$ cat src/rtl/weight_buffer_pkg.sv
// weight_buffer_pkg: controller FSM encoding, default widths and helpers.
// Shared by weight_buffer_ctrl and wb_addr_gen.
package weight_buffer_pkg;

  typedef enum logic [2:0] {
    S_IDLE,
    S_LOAD,
    S_READ,
    S_DRAIN,
    S_DONE
  } wb_state_e;

  localparam int WB_RD_WIDTH = 16;
  localparam int WB_WR_WIDTH = 64;
  localparam int RATIO       = WB_WR_WIDTH / WB_RD_WIDTH;
  localparam int RATIO_LOG2  = $clog2(RATIO);

  function automatic logic [31:0] sat_inc(input logic [31:0] v);
    return (&v) ? v : v + 32'd1;
  endfunction

endpackage

$ cat src/rtl/wb_addr_gen.sv
// wb_addr_gen: read address and replay-pass counter for weight_buffer_ctrl.
// terminal flags the last address of the last pass.
import weight_buffer_pkg::*;

module wb_addr_gen #(
  parameter int AW = 7,
  parameter int PW = 8
) (
  input  logic          clk,
  input  logic          reset_n,
  input  logic          clear,
  input  logic          step,
  input  logic [AW-1:0] last_addr,
  input  logic [PW-1:0] last_pass,
  output logic [AW-1:0] addr,
  output logic          terminal
);

  logic [PW-1:0] pass;
  logic          wrap;

  assign wrap     = (addr == last_addr);
  assign terminal = wrap && (pass == last_pass);

  always_ff @(posedge clk) begin
    if (!reset_n) begin
      addr <= '0;
      pass <= '0;
    end else if (clear) begin
      addr <= '0;
      pass <= '0;
    end else if (step) begin
      if (wrap) begin
        addr <= '0;
        pass <= pass + PW'(1);
      end else begin
        addr <= addr + AW'(1);
      end
    end
  end

endmodule

$ cat src/rtl/weight_buffer_ctrl.sv
// weight_buffer_ctrl: loads a tile into weight_buffer, replays it to the PE array.
// Optional WB_CTRL_PERF_EN adds the stall_cycles counter output.
import weight_buffer_pkg::*;

module weight_buffer_ctrl #(
  parameter int RD_WIDTH      = WB_RD_WIDTH,
  parameter int WR_WIDTH      = WB_WR_WIDTH,
  parameter int RD_ADDR_WIDTH = 7,
  parameter int WR_ADDR_WIDTH = 5,
  parameter int REP_WIDTH     = 8
) (
  input  logic                     clk,
  input  logic                     reset_n,
  input  logic                     start,
  input  logic [WR_ADDR_WIDTH:0]   cfg_wr_words,
  input  logic [REP_WIDTH-1:0]     cfg_repeat,
  input  logic                     s_valid,
  input  logic [WR_WIDTH-1:0]      s_data,
  output logic                     s_ready,
  input  logic                     pe_ready,
  output logic                     pe_valid,
  output logic [RD_WIDTH-1:0]      pe_data,
  output logic                     busy,
  output logic                     done,
  output logic                     write_req,
  output logic [WR_ADDR_WIDTH-1:0] write_addr,
  output logic [WR_WIDTH-1:0]      write_data,
  output logic                     read_req,
  output logic [RD_ADDR_WIDTH-1:0] read_addr,
  input  logic [RD_WIDTH-1:0]      read_data
`ifdef WB_CTRL_PERF_EN
  ,
  output logic [31:0]              stall_cycles
`endif
);

  localparam int SHIFT = $clog2(WR_WIDTH / RD_WIDTH);
  localparam logic [WR_ADDR_WIDTH:0] MAX_WORDS = {1'b1, {WR_ADDR_WIDTH{1'b0}}};

  wb_state_e state, state_nx;

  logic                     accept;
  logic                     wr_fire;
  logic                     wr_last;
  logic                     terminal;
  logic [WR_ADDR_WIDTH-1:0] wr_cnt;
  logic [WR_ADDR_WIDTH-1:0] last_word;
  logic [WR_ADDR_WIDTH-1:0] last_word_q;
  logic [REP_WIDTH-1:0]     last_pass_q;
  logic [RD_ADDR_WIDTH-1:0] last_addr;

  assign accept  = start && (state == S_IDLE);
  assign wr_fire = s_valid && (state == S_LOAD);
  assign wr_last = (wr_cnt == last_word_q);

  // oversized tiles clamp to the full buffer
  assign last_word = (cfg_wr_words >= MAX_WORDS) ? '1 :
                     cfg_wr_words[WR_ADDR_WIDTH-1:0] - WR_ADDR_WIDTH'(1);

  assign last_addr  = {last_word_q, {SHIFT{1'b1}}};
  assign write_addr = wr_cnt;
  assign write_data = s_data;
  assign pe_data    = read_data;

  always_ff @(posedge clk) begin
    if (!reset_n) begin
      state       <= S_IDLE;
      wr_cnt      <= '0;
      last_word_q <= '0;
      last_pass_q <= '0;
      pe_valid    <= 1'b0;
    end else begin
      state    <= state_nx;
      pe_valid <= read_req;
      if (accept) begin
        wr_cnt      <= '0;
        last_word_q <= last_word;
        last_pass_q <= (cfg_repeat == '0) ? '0 :
                       cfg_repeat - REP_WIDTH'(1);
      end else if (wr_fire) begin
        wr_cnt <= wr_last ? '0 : wr_cnt + WR_ADDR_WIDTH'(1);
      end
    end
  end

  always_comb begin
    state_nx  = state;
    s_ready   = 1'b0;
    write_req = 1'b0;
    read_req  = 1'b0;
    busy      = 1'b0;
    done      = 1'b0;
    unique case (state)
      S_IDLE: begin
        if (start)
          state_nx = (cfg_wr_words == '0) ? S_DONE : S_LOAD;
      end
      S_LOAD: begin
        s_ready   = 1'b1;
        write_req = s_valid;
        busy      = 1'b1;
        if (wr_fire && wr_last)
          state_nx = S_READ;
      end
      S_READ: begin
        read_req = pe_ready;
        busy     = 1'b1;
        if (pe_ready && terminal)
          state_nx = S_DRAIN;
      end
      S_DRAIN: begin
        busy     = 1'b1;
        state_nx = S_DONE;
      end
      S_DONE: begin
        done     = 1'b1;
        state_nx = S_IDLE;
      end
      default: state_nx = S_IDLE;
    endcase
  end

  wb_addr_gen #(
    .AW(RD_ADDR_WIDTH),
    .PW(REP_WIDTH)
  ) u_addr_gen (
    .clk      (clk),
    .reset_n  (reset_n),
    .clear    (accept),
    .step     (read_req),
    .last_addr(last_addr),
    .last_pass(last_pass_q),
    .addr     (read_addr),
    .terminal (terminal)
  );

`ifdef WB_CTRL_PERF_EN
  always_ff @(posedge clk) begin
    if (!reset_n)
      stall_cycles <= '0;
    else if (accept)
      stall_cycles <= '0;
    else if ((state == S_LOAD && !s_valid) ||
             (state == S_READ && !pe_ready))
      stall_cycles <= sat_inc(stall_cycles);
  end
`endif

endmodule
$ cat config.mk
export PLATFORM = sky130hd
export DESIGN_NAME = weight_buffer_ctrl
export DESIGN_NICKNAME = d
export VERILOG_FILES = /design/src/rtl/weight_buffer_pkg.sv /design/src/rtl/wb_addr_gen.sv /design/src/rtl/weight_buffer_ctrl.sv
export SDC_FILE = /design/constraint.sdc
export NUM_CORES = 1
export LEC_CHECK = 0
export CAP_MARGIN = 20
export CORE_MARGIN = 5
export CORE_UTILIZATION = 37
export DETAILED_ROUTE_END_ITERATION = 7
export PLACE_DENSITY = 0.9
export SYNTH_ARGS = -nofsm -noshare
export SYNTH_HDL_FRONTEND = slang
export SYNTH_SLANG_ARGS = --single-unit
$ cat constraint.sdc
create_clock -name clk -period 2.8 [get_ports clk]
set_clock_uncertainty 0.1 [all_clocks]
set_input_delay 0.84 -clock clk [delete_from_list [all_inputs] [get_ports clk]]
set_output_delay 0.84 -clock clk [all_outputs]
set_load 0.1 [all_outputs]
* After elaboration in Yosys (flattened, before gate mapping)
Index checks and enable logic that the tools add are counted.
** Storage, ports and cells
- Register bits after elaboration :: 37
- Bits in read-only memories :: 0
- Bits in latches :: 0
- Output and inout bits :: 98
- Memories kept :: 0
- Bits in writable memories :: 0
** Cells by class
- Multiplexer cells :: 14
- Shift-type cells :: 0
- Equal/unequal tests :: 10
- Reductions and logical operators :: 12
- Add/sub/neg operators :: 5
- $mul :: 0
- $lt $le $gt $ge :: 1
- Bitwise gates (word level) :: 1
- Divide/modulo/power cells :: 0
** Operator list (count)
- 3-bit two-way mux :: 4
- 3-bit one-hot mux with 4 select lines :: 1
- 5-bit two-way mux :: 2
- 8-bit by 1-bit adder with 8-bit output (second input constant) :: 1
- 8-bit equality test :: 1
- 8-bit zero test :: 1
- 8-bit two-way mux :: 1
- 8-bit by 1-bit subtractor with 8-bit output (second input constant) :: 1
- 7-bit by 1-bit adder with 7-bit output (second input constant) :: 1
- 7-bit equality test :: 1
- 7-bit two-way mux :: 1
- 3-bit by 2-bit equality test with 1-bit output (second input constant) :: 2
- 6-bit >= comparator (second input constant) :: 1
- 6-bit zero test :: 1
- 5-bit by 1-bit adder with 5-bit output (second input constant) :: 1
- 5-bit equality test :: 1
- 1-bit logical AND :: 5
- 1-bit two-way mux :: 5
- 5-bit by 1-bit subtractor with 5-bit output (second input constant) :: 1
- 2-bit != test (second input constant) :: 2
- 3-bit by 1-bit equality test with 1-bit output (second input constant) :: 1
- 3-bit equality test (second input constant) :: 1
- 3-bit zero test :: 1
- 3-bit AND reduction :: 1
- other kinds (5) :: 5

* Longest topological paths before layout
Gate-level depths: netlist (run 1).
- Depth in word-level cells :: 5
- Gate-level depth with buffers :: 8

* Modules after synthesis
A second synthesis (run 1) with hierarchy kept.
** Second synthesis, totals
- Cell total of the unflattened synthesis :: 314
- Area total of the unflattened synthesis :: 2633.8 µm²
** By module, submodules not included
- weight_buffer_ctrl :: times used 1, cells each 215, area an instance 1759.2 µm²
- wb_addr_gen :: times used 1, cells each 99, area an instance 874.6 µm²

* Worst setup path after synthesis (run 1)
Ideal clock, no wire load.
- Path kind :: flip-flop to output port
- From :: register state[1]
- To :: output port busy
- Data arrival time :: 1803 ps
- Setup slack :: 57 ps
- Required time :: 1860 ps
- Path buffers :: 1
- Stages on the path, launching flop included :: 4
- Cell sequence :: dfxtp_1 > buf_2 > nor2_1 > nor2_1
** On the way
- Longest elaborated chain between the ends :: 3
- Elaborated cells between the ends (all ways) :: 5
- Those cells by class :: 3 x eq/ne; 1 x mux; 1 x reduce/logical
** Ends and longest elaborated chain
- from (decl) :: line weight_buffer_ctrl.sv:40 : wb_state_e state, state_nx;
- from (signal assigned) :: line weight_buffer_ctrl.sv:73 : state <= state_nx;
- 3-bit by 1-bit equality test with 1-bit output or 3-bit by 2-bit equality test with 1-bit output (tied branches) :: line weight_buffer_ctrl.sv:93 : unique case (state)
- 3-bit OR reduction (no source line) (*)
- 1-bit two-way mux (*) :: line weight_buffer_ctrl.sv:93
- to (decl) :: line weight_buffer_ctrl.sv:23 : output logic busy,
Mark *: on every way between the ends. The rest lies on a longest branch, timed or not.

* Final worst setup path (run 1)
- From :: input port pe_ready
- To :: output port read_req
** On the way
- Longest elaborated chain between the ends :: 1
** Ends and longest elaborated chain
- from (decl) :: line weight_buffer_ctrl.sv:20 : input logic pe_ready,
- 1-bit two-way mux :: line weight_buffer_ctrl.sv:93
- to (decl) :: line weight_buffer_ctrl.sv:28 : output logic read_req,
Every way passes these cells.

==> results of run 1 <==
worst max-delay path, stage by stage:
cell	delay [ps]
clkdlybuf4s50_1	530
nand3_4	90
inv_2	110
buf_12	180
routing by layer:
layer	wire length (µm)	up-vias	global-route usage, %
met5	0	-	0
met2	2480	72	19.8
met1	1960	823	13.1
li1	-	878	-
met4	121	0	6.38
met3	450	16	3.93
area by class of cell:
class	count	area [µm²]	area share, %
repair buffers	41	415	16.0
inverters	11	41.3	1.59
clock buffers	6	72.6	2.79
multi-input cells	181	1200	46.2
clock inverters	2	10.0	0.385
flip-flops and latches	37	741	28.5
well taps	96	120	4.62
cells by family after synthesis:
| kind of cell | after synthesis |
|---|---|
| muxes | 4 |
| DFF | 37 |
| adders and majority gates | 7 |
| buffers and inverters | 96 |
| AOI/OAI and AO/OA | 26 |
| xor gates and xnor gates | 41 |
| and+or+nand+nor | 103 |
state kept, by name, summed over array words and instances (netlist names):
signal / flops
last_pass_q: 8
u_addr_gen.addr: 7
write_addr: 5
state: 3
u_addr_gen.pass: 8
pe_valid: 1
last_word_q: 5
path summary, 6_finish.rpt:
check,startpoint,to
min,last_pass_q[4],last_pass_q[4]
max,pe_ready,read_req
min reg2reg,last_pass_q[4],last_pass_q[4]
max reg2reg,state[0],u_addr_gen.addr[1]
stage by stage:
| stage | power, W | std cells | hold WS [ps] | setup WS, ps | utilization [%] |
|---|---|---|---|---|---|
| 2_1_floorplan | 0.00140 | 314 | 344 | 57.1 | - |
| 3_3_place_gp | 0.000987 | 366 | 361 | 135 | 36.8 |
| 3_5_place_dp | 0.00100 | 366 | 370 | 112 | 36.8 |
| 4_1_cts | 0.00136 | 374 | 386 | 117 | 38.1 |
| 5_1_grt | 0.00141 | 374 | 407 | 85.5 | 38.1 |
| 6_report | 0.00135 | 374 | 379 | 116 | 38.1 |
power breakdown:
group / total, W / internal (W) / switching (W)
registers: 0.000601 / 0.000559 / 0.0000423
clock network: 0.000358 / 0.000172 / 0.000186
logic: 0.000386 / 0.000154 / 0.000233
cells in the final DEF (no fill, tap or decap), drive strengths merged, types with 5 or more instances in the layout:
master,netlist,layout
a21oi,6,6
nand3,8,8
ha,7,7
nor2,31,31
xnor2,23,23
inv,11,11
nand4,9,9
buf,85,23
clkbuf,0,6
xor2,18,18
nand2b,5,5
nor3,6,6
nor4,6,6
nand2,27,27
dfxtp,37,37
clkdlybuf4s50,0,18
o21ai,12,12
==> parameters.txt, run 1 <==
Parameter                              Value

Global routing
  Vias in the first global route ... 1776
  Maximum number of pins on one net before global-route repair ... 12
  Gr usage total ... 11.8%
  Wire length of the first global-routing pass ... 8360 µm
  Total grt overflow ... 0
  Antenna violations before repair ... 0

Critical path
  Number of cells on the worst reg-to-reg path ... 6
  Startpoint type of the worst setup path ... input port
  Register-to-Register Setup Slack ... 950 ps
  Setup crit end kind ... output pin
  Kind of critical path ... in -> out
  Data arrival time of the critical path ... 1740 ps
  Maximum fanout count along the critical path ... 2
  Crit path required time ... 1860 ps

Run
  Maximum Capacitance Violations ... 0

Timing
  Number of pins exceeding their max-slew limit in the final report ... 0
  Unrepaired setup endpoints after global routing ... no
  Total of endpoints with negative setup slack in the final report ... 0
  Worst slew pin tran ... 400 ps
  Headroom to the max-slew limit ... 73.1%
  Crit path time final ... 2680 ps
  Period Utilization, post-route ... 95.9%
  F_max ... 373 MHz
  Setup total negative slack ... 0 ps
  Hold Fails Final Rpt ... 0

Synth
  Cell with the most instances after synthesis ... buf_4
  Ys Warns ... 0
  Simple-gate share of the synthesized area ... 21.0%
  Post-synthesis compound-gate area fraction ... 5.76%
  Post-synthesis register bit count ... 37
  Leading post-synthesis cells by cell area ... dfxtp_1 28%, buf_4 23%, xnor2_1 7.1%
  Synth Area in Adders ... 3.36%
  Portion of netlist area occupied by mux cells ... 1.54%
  Sequential area share after synthesis ... 28.4%
  Synthesized net count ... 420
  Area share of the leading cell type in the synthesized netlist ... 28.4%
  Ranking of synthesized cells by instance count ... 80 x buf_4, 37 x dfxtp_1, 30 x nor2_1, 27 x nand2_1, 21 x xnor2_1
  Post-synthesis xor/xnor area fraction ... 14.3%
  Largest family of logic cells by synthesized area ... buffers and inverters
  Cell area after synthesis ... 0.00261 mm²
  Commonest register cell after synthesis ... dfxtp_1
  Average cell area after synthesis ... 8.30 µm²
  Proportion of synthesized flip-flops having asynchronous set or reset ... 0%
  Post-synthesis cell type count ... 36
  Gate Count Post-Synth ... 314
  Number of enable-type register cells in the synthesized netlist ... 0
  Synth area leader ... dfxtp_1

Placement
  Port bufs ... 36
  Routability-driven placement congestion ratio ... 0.784
  Half-perimeter wire length of the detailed placement result ... 4090 µm
  Dpl cell area ... 0.00252 mm²

Clocking
  Post-CTS Hold Buffers ... 0
  Number of buffers created by CTS ... 5
  Setup fix buffers added after clock tree synthesis ... 0
  Clock slew at the register clock pins of the worst setup and hold paths ... 70 ps
  CTS Root Buffer Type ... clkbuf_8
  Number of buffers on the longest clock path ... 2
  Later-pin clock latency in the skew report ... 290 ps
  Post-cts sizing count ... 0
  CTS tree ... built
  Clock net sink count ... 37
  Number of levels in the clock H-tree ... 2

Route
  Router iterations before antenna repair ... 4
  Wire length after detailed routing ... 5010 µm
  Average wire per standard cell ... 13.4 µm
  Iteration-0 DRC count of the detailed router ... 104
  Vias after detailed routing ... 1789
  ANT nets after route ... 0
  Drt via density ... 4.78
  Drc violations ... 0

Power
  Maximum vdd drop ... 287 µV
  Power per unit of standard cell area ... 518 mW/mm²
  Leak Pwr ... 1.00 nW

Hold path
  Worst min-delay path category ... reg -> reg
  Hold Crit Depth ... 2

Floorplan
  Placeable core region ... 0.00683 mm²
  # rows ... 30
  # IOs ... 197
  Area of the die ... 0.00883 mm²
  Initial Util ... 38.2%
  Chip width ... 94.0 µm
  Die extent in y ... 94.0 µm

Finish
  Final standard cell area without fillers ... 0.00260 mm²
  Final layout net count ... 383
  Fill cell count ... 683
  Count of inserted antenna diode cells ... 0
  Area added between synthesis and finish ... -0.288%
  Share of post-route cells with drive strength above 1 ... 14.7%

Run status
  Run status ... finished, final reports clean
No activity file was read; power rests on OpenSTA's default activity.
==> inputs of run 2 (changes only) <==
- CTS_CLUSTER_SIZE: not set -> 40
- clock period: 2.8 -> 3.48 ns (I/O delays scaled with it)
==> parameters.txt, run 2 (synthesis results as in run 1) <==
Parameter                              Value

Finish
  Fill cell count ... 708 (was 683)
  Util after Layout ... 37.3% (was 38.1%)
  Commonest non-fill, non-tap cells in the layout ... 37 x dfxtp_1, 30 x nor2_1, 27 x nand2_1, 21 x xnor2_1, 19 x buf_4 (was 37 x dfxtp_1, 30 x nor2_1, 27 x nand2_1, 21 x xnor2_1)
  Final non-filler cell total ... 371 (was 374)
  Final layout net count ... 381 (was 383)
  Count of inserted antenna diode cells ... 0 (unchanged)
  Most common library cell in the layout ignoring fill and taps ... dfxtp_1 (unchanged)
  Biggest regs ... last_pass_q: 8 flops, u_addr_gen.pass: 8 flops, u_addr_gen.addr: 7 flops (unchanged)
  Share of post-route cells with drive strength above 1 ... 13.8% (was 14.7%)
  Area added between synthesis and finish ... -2.16% (was -0.288%)

Power
  Maximum vdd drop ... 194 µV (was 287 µV)
  Leak Pwr ... 0.980 nW (was 1.00 nW)
  Power per unit of standard cell area ... 419 mW/mm² (was 518 mW/mm²)
  Sum of internal, switching and leakage power ... 0.00107 W (was 0.00135 W)

Route
  Met3 wire length ... 520 µm (was 450 µm)
  Average wire per standard cell ... 13.0 µm (was 13.4 µm)
  Vias after detailed routing ... 1781 (was 1789)
  Drt via density ... 4.80 (was 4.78)
  Highest routed metal layer ... met4 (unchanged)
  ANT nets after route ... 0 (unchanged)
  Router iterations before antenna repair ... 4 (unchanged)
  Routed metal-1 wire length ... 1850 µm (was 1960 µm)
  Drc violations ... 0 (unchanged)
  WL met2 ... 2280 µm (was 2480 µm)
  Iteration-0 DRC count of the detailed router ... 66 (was 104)
  Wire length after detailed routing ... 4830 µm (was 5010 µm)

Timing
  F_max ... 311 MHz
  Period Utilization, post-route ... 92.3%
  Total of endpoints with negative setup slack in the final report ... 0 (unchanged)
  Headroom to the max-slew limit ... 73.6% (was 73.1%)
  Hold Slack ... 382 ps (was 379 ps)
  Hold Fails Final Rpt ... 0 (unchanged)
  Worst slew pin tran ... 394 ps (was 400 ps)
  Number of pins exceeding their max-slew limit in the final report ... 0 (unchanged)
  Crit path time final ... 3210 ps
  Setup total negative slack ... 0 ps (unchanged)
  Unrepaired setup endpoints after global routing ... no (unchanged)

Global routing
  Maximum number of pins on one net before global-route repair ... 11 (was 12)
  Vias in the first global route ... 1738 (was 1776)
  Wire length of the first global-routing pass ... 7870 µm (was 8360 µm)
  Antenna violations before repair ... 0 (unchanged)
  Gr usage total ... 11.1% (was 11.8%)
  Total grt overflow ... 0 (unchanged)

Critical path
  Crit path required time ... 2340 ps (was 1860 ps)
  Data arrival time of the critical path ... 2070 ps (was 1740 ps)
  Kind of critical path ... in -> out (unchanged)
  Family with the most delay on the worst path ... buffers and inverters (unchanged)
  Number of buffer and inverter instances along the worst setup path ... 3 (unchanged)
  Ordered list of cells on the worst path ... clkdlybuf4s50_1, nand3_4, inv_2, buf_12 (unchanged)
  Setup crit end kind ... output pin (unchanged)
  Maximum fanout count along the critical path ... 7 (was 2)
  Crit-path slowest cell ... clkdlybuf4s50_1 (unchanged)
  Delay of the slowest critical-path stage ... 520 ps (was 530 ps)
  Startpoint type of the worst setup path ... input port (unchanged)

Clocking
  Number of buffers created by CTS ... 5 (unchanged)
  Setup fix buffers added after clock tree synthesis ... 0 (unchanged)
  Later-pin clock latency in the skew report ... 290 ps (about the same)
  Clock net sink count ... 37 (unchanged)
  CTS Root Buffer Type ... clkbuf_8 (unchanged)
  Number of buffers on the longest clock path ... 2 (unchanged)
  CTS tree ... built (unchanged)
  Post-CTS Hold Buffers ... 0 (unchanged)
  Clock slew at the register clock pins of the worst setup and hold paths ... 70 ps (about the same)
  Post-cts sizing count ... 0 (unchanged)
  Number of levels in the clock H-tree ... 2 (unchanged)

Floorplan
  Die extent in y ... 94.0 µm (unchanged)
  # IOs ... 197 (unchanged)
  # rows ... 30 (unchanged)
  Chip width ... 94.0 µm (unchanged)
  Initial Util ... 38.2% (unchanged)
  Area of the die ... 0.00883 mm² (unchanged)
  Placeable core region ... 0.00683 mm² (unchanged)

Run status
  Run status ... finished, final reports clean (unchanged)

Placement
  Port bufs ... 36 (unchanged)
  Total placed cells including tap cells ... 364 (was 366)
  Routability-driven placement congestion ratio ... 0.832 (was 0.784)
  Half-perimeter wire length of the detailed placement result ... 3980 µm (was 4090 µm)

Run
  Maximum Capacitance Violations ... 0 (unchanged)

Hold path
  Worst min-delay path category ... reg -> reg (unchanged)
run 2: cell types whose count changed in the layout (fill, tap and decap cells not counted), sizes merged:
| cell | delta |
|---|---|
| clkbuf | +1 |
| clkinv | -2 |
| buf | -2 |
run 2: worst register-to-register path, delay by kind of cell (launching register included):
family,cells,cell delay [ps]
DFF,1,420
and+or+nand+nor,5,1120
run 2: area by class of cell:
| type | count | area (µm²) | area share [%] |
|---|---|---|---|
| clock buffer | 7 | 86.3 | 3.38 |
| tap | 96 | 120 | 4.71 |
| timing repair buffer | 39 | 363 | 14.2 |
| sequential | 37 | 741 | 29.0 |
| inverter | 11 | 41.3 | 1.62 |
| multi-input combinational | 181 | 1200 | 47.0 |
run 2: report_power, final:
group | leakage, nW | switching [W] | total (W) | internal (W)
logic | 0.634 | 0.000182 | 0.000288 | 0.000106
registers | 0.301 | 0.0000330 | 0.000483 | 0.000450
clock network | 0.0443 | 0.000140 | 0.000297 | 0.000157
run 2: path summary, 6_finish.rpt:
check | start | to | slack [ps] | depth (start not counted)
max | pe_ready | read_req | 270 | 4
min | last_pass_q[4] | last_pass_q[4] | 380 | 2
max reg2reg | state[0] | u_addr_gen.addr[6] | 1740 | 5
min reg2reg | last_pass_q[4] | last_pass_q[4] | 380 | 2
run 2: per-layer routing:
layer,up-vias,global-route usage [%]
met5,-,0
met4,0,7.22
met3,23,4.73
met2,72,18.3
met1,814,11.5
li1,872,-
run 2: per-stage QoR:
| stage | area, µm² | setup slack [ps] |
|---|---|---|
| floorplan | 2610 | 533 |
| global placement | 2460 | 281 |
| detailed placement | 2460 | 264 |
| CTS | 2550 | 265 |
| global route | 2550 | 189 |
| finish | 2550 | 269 |
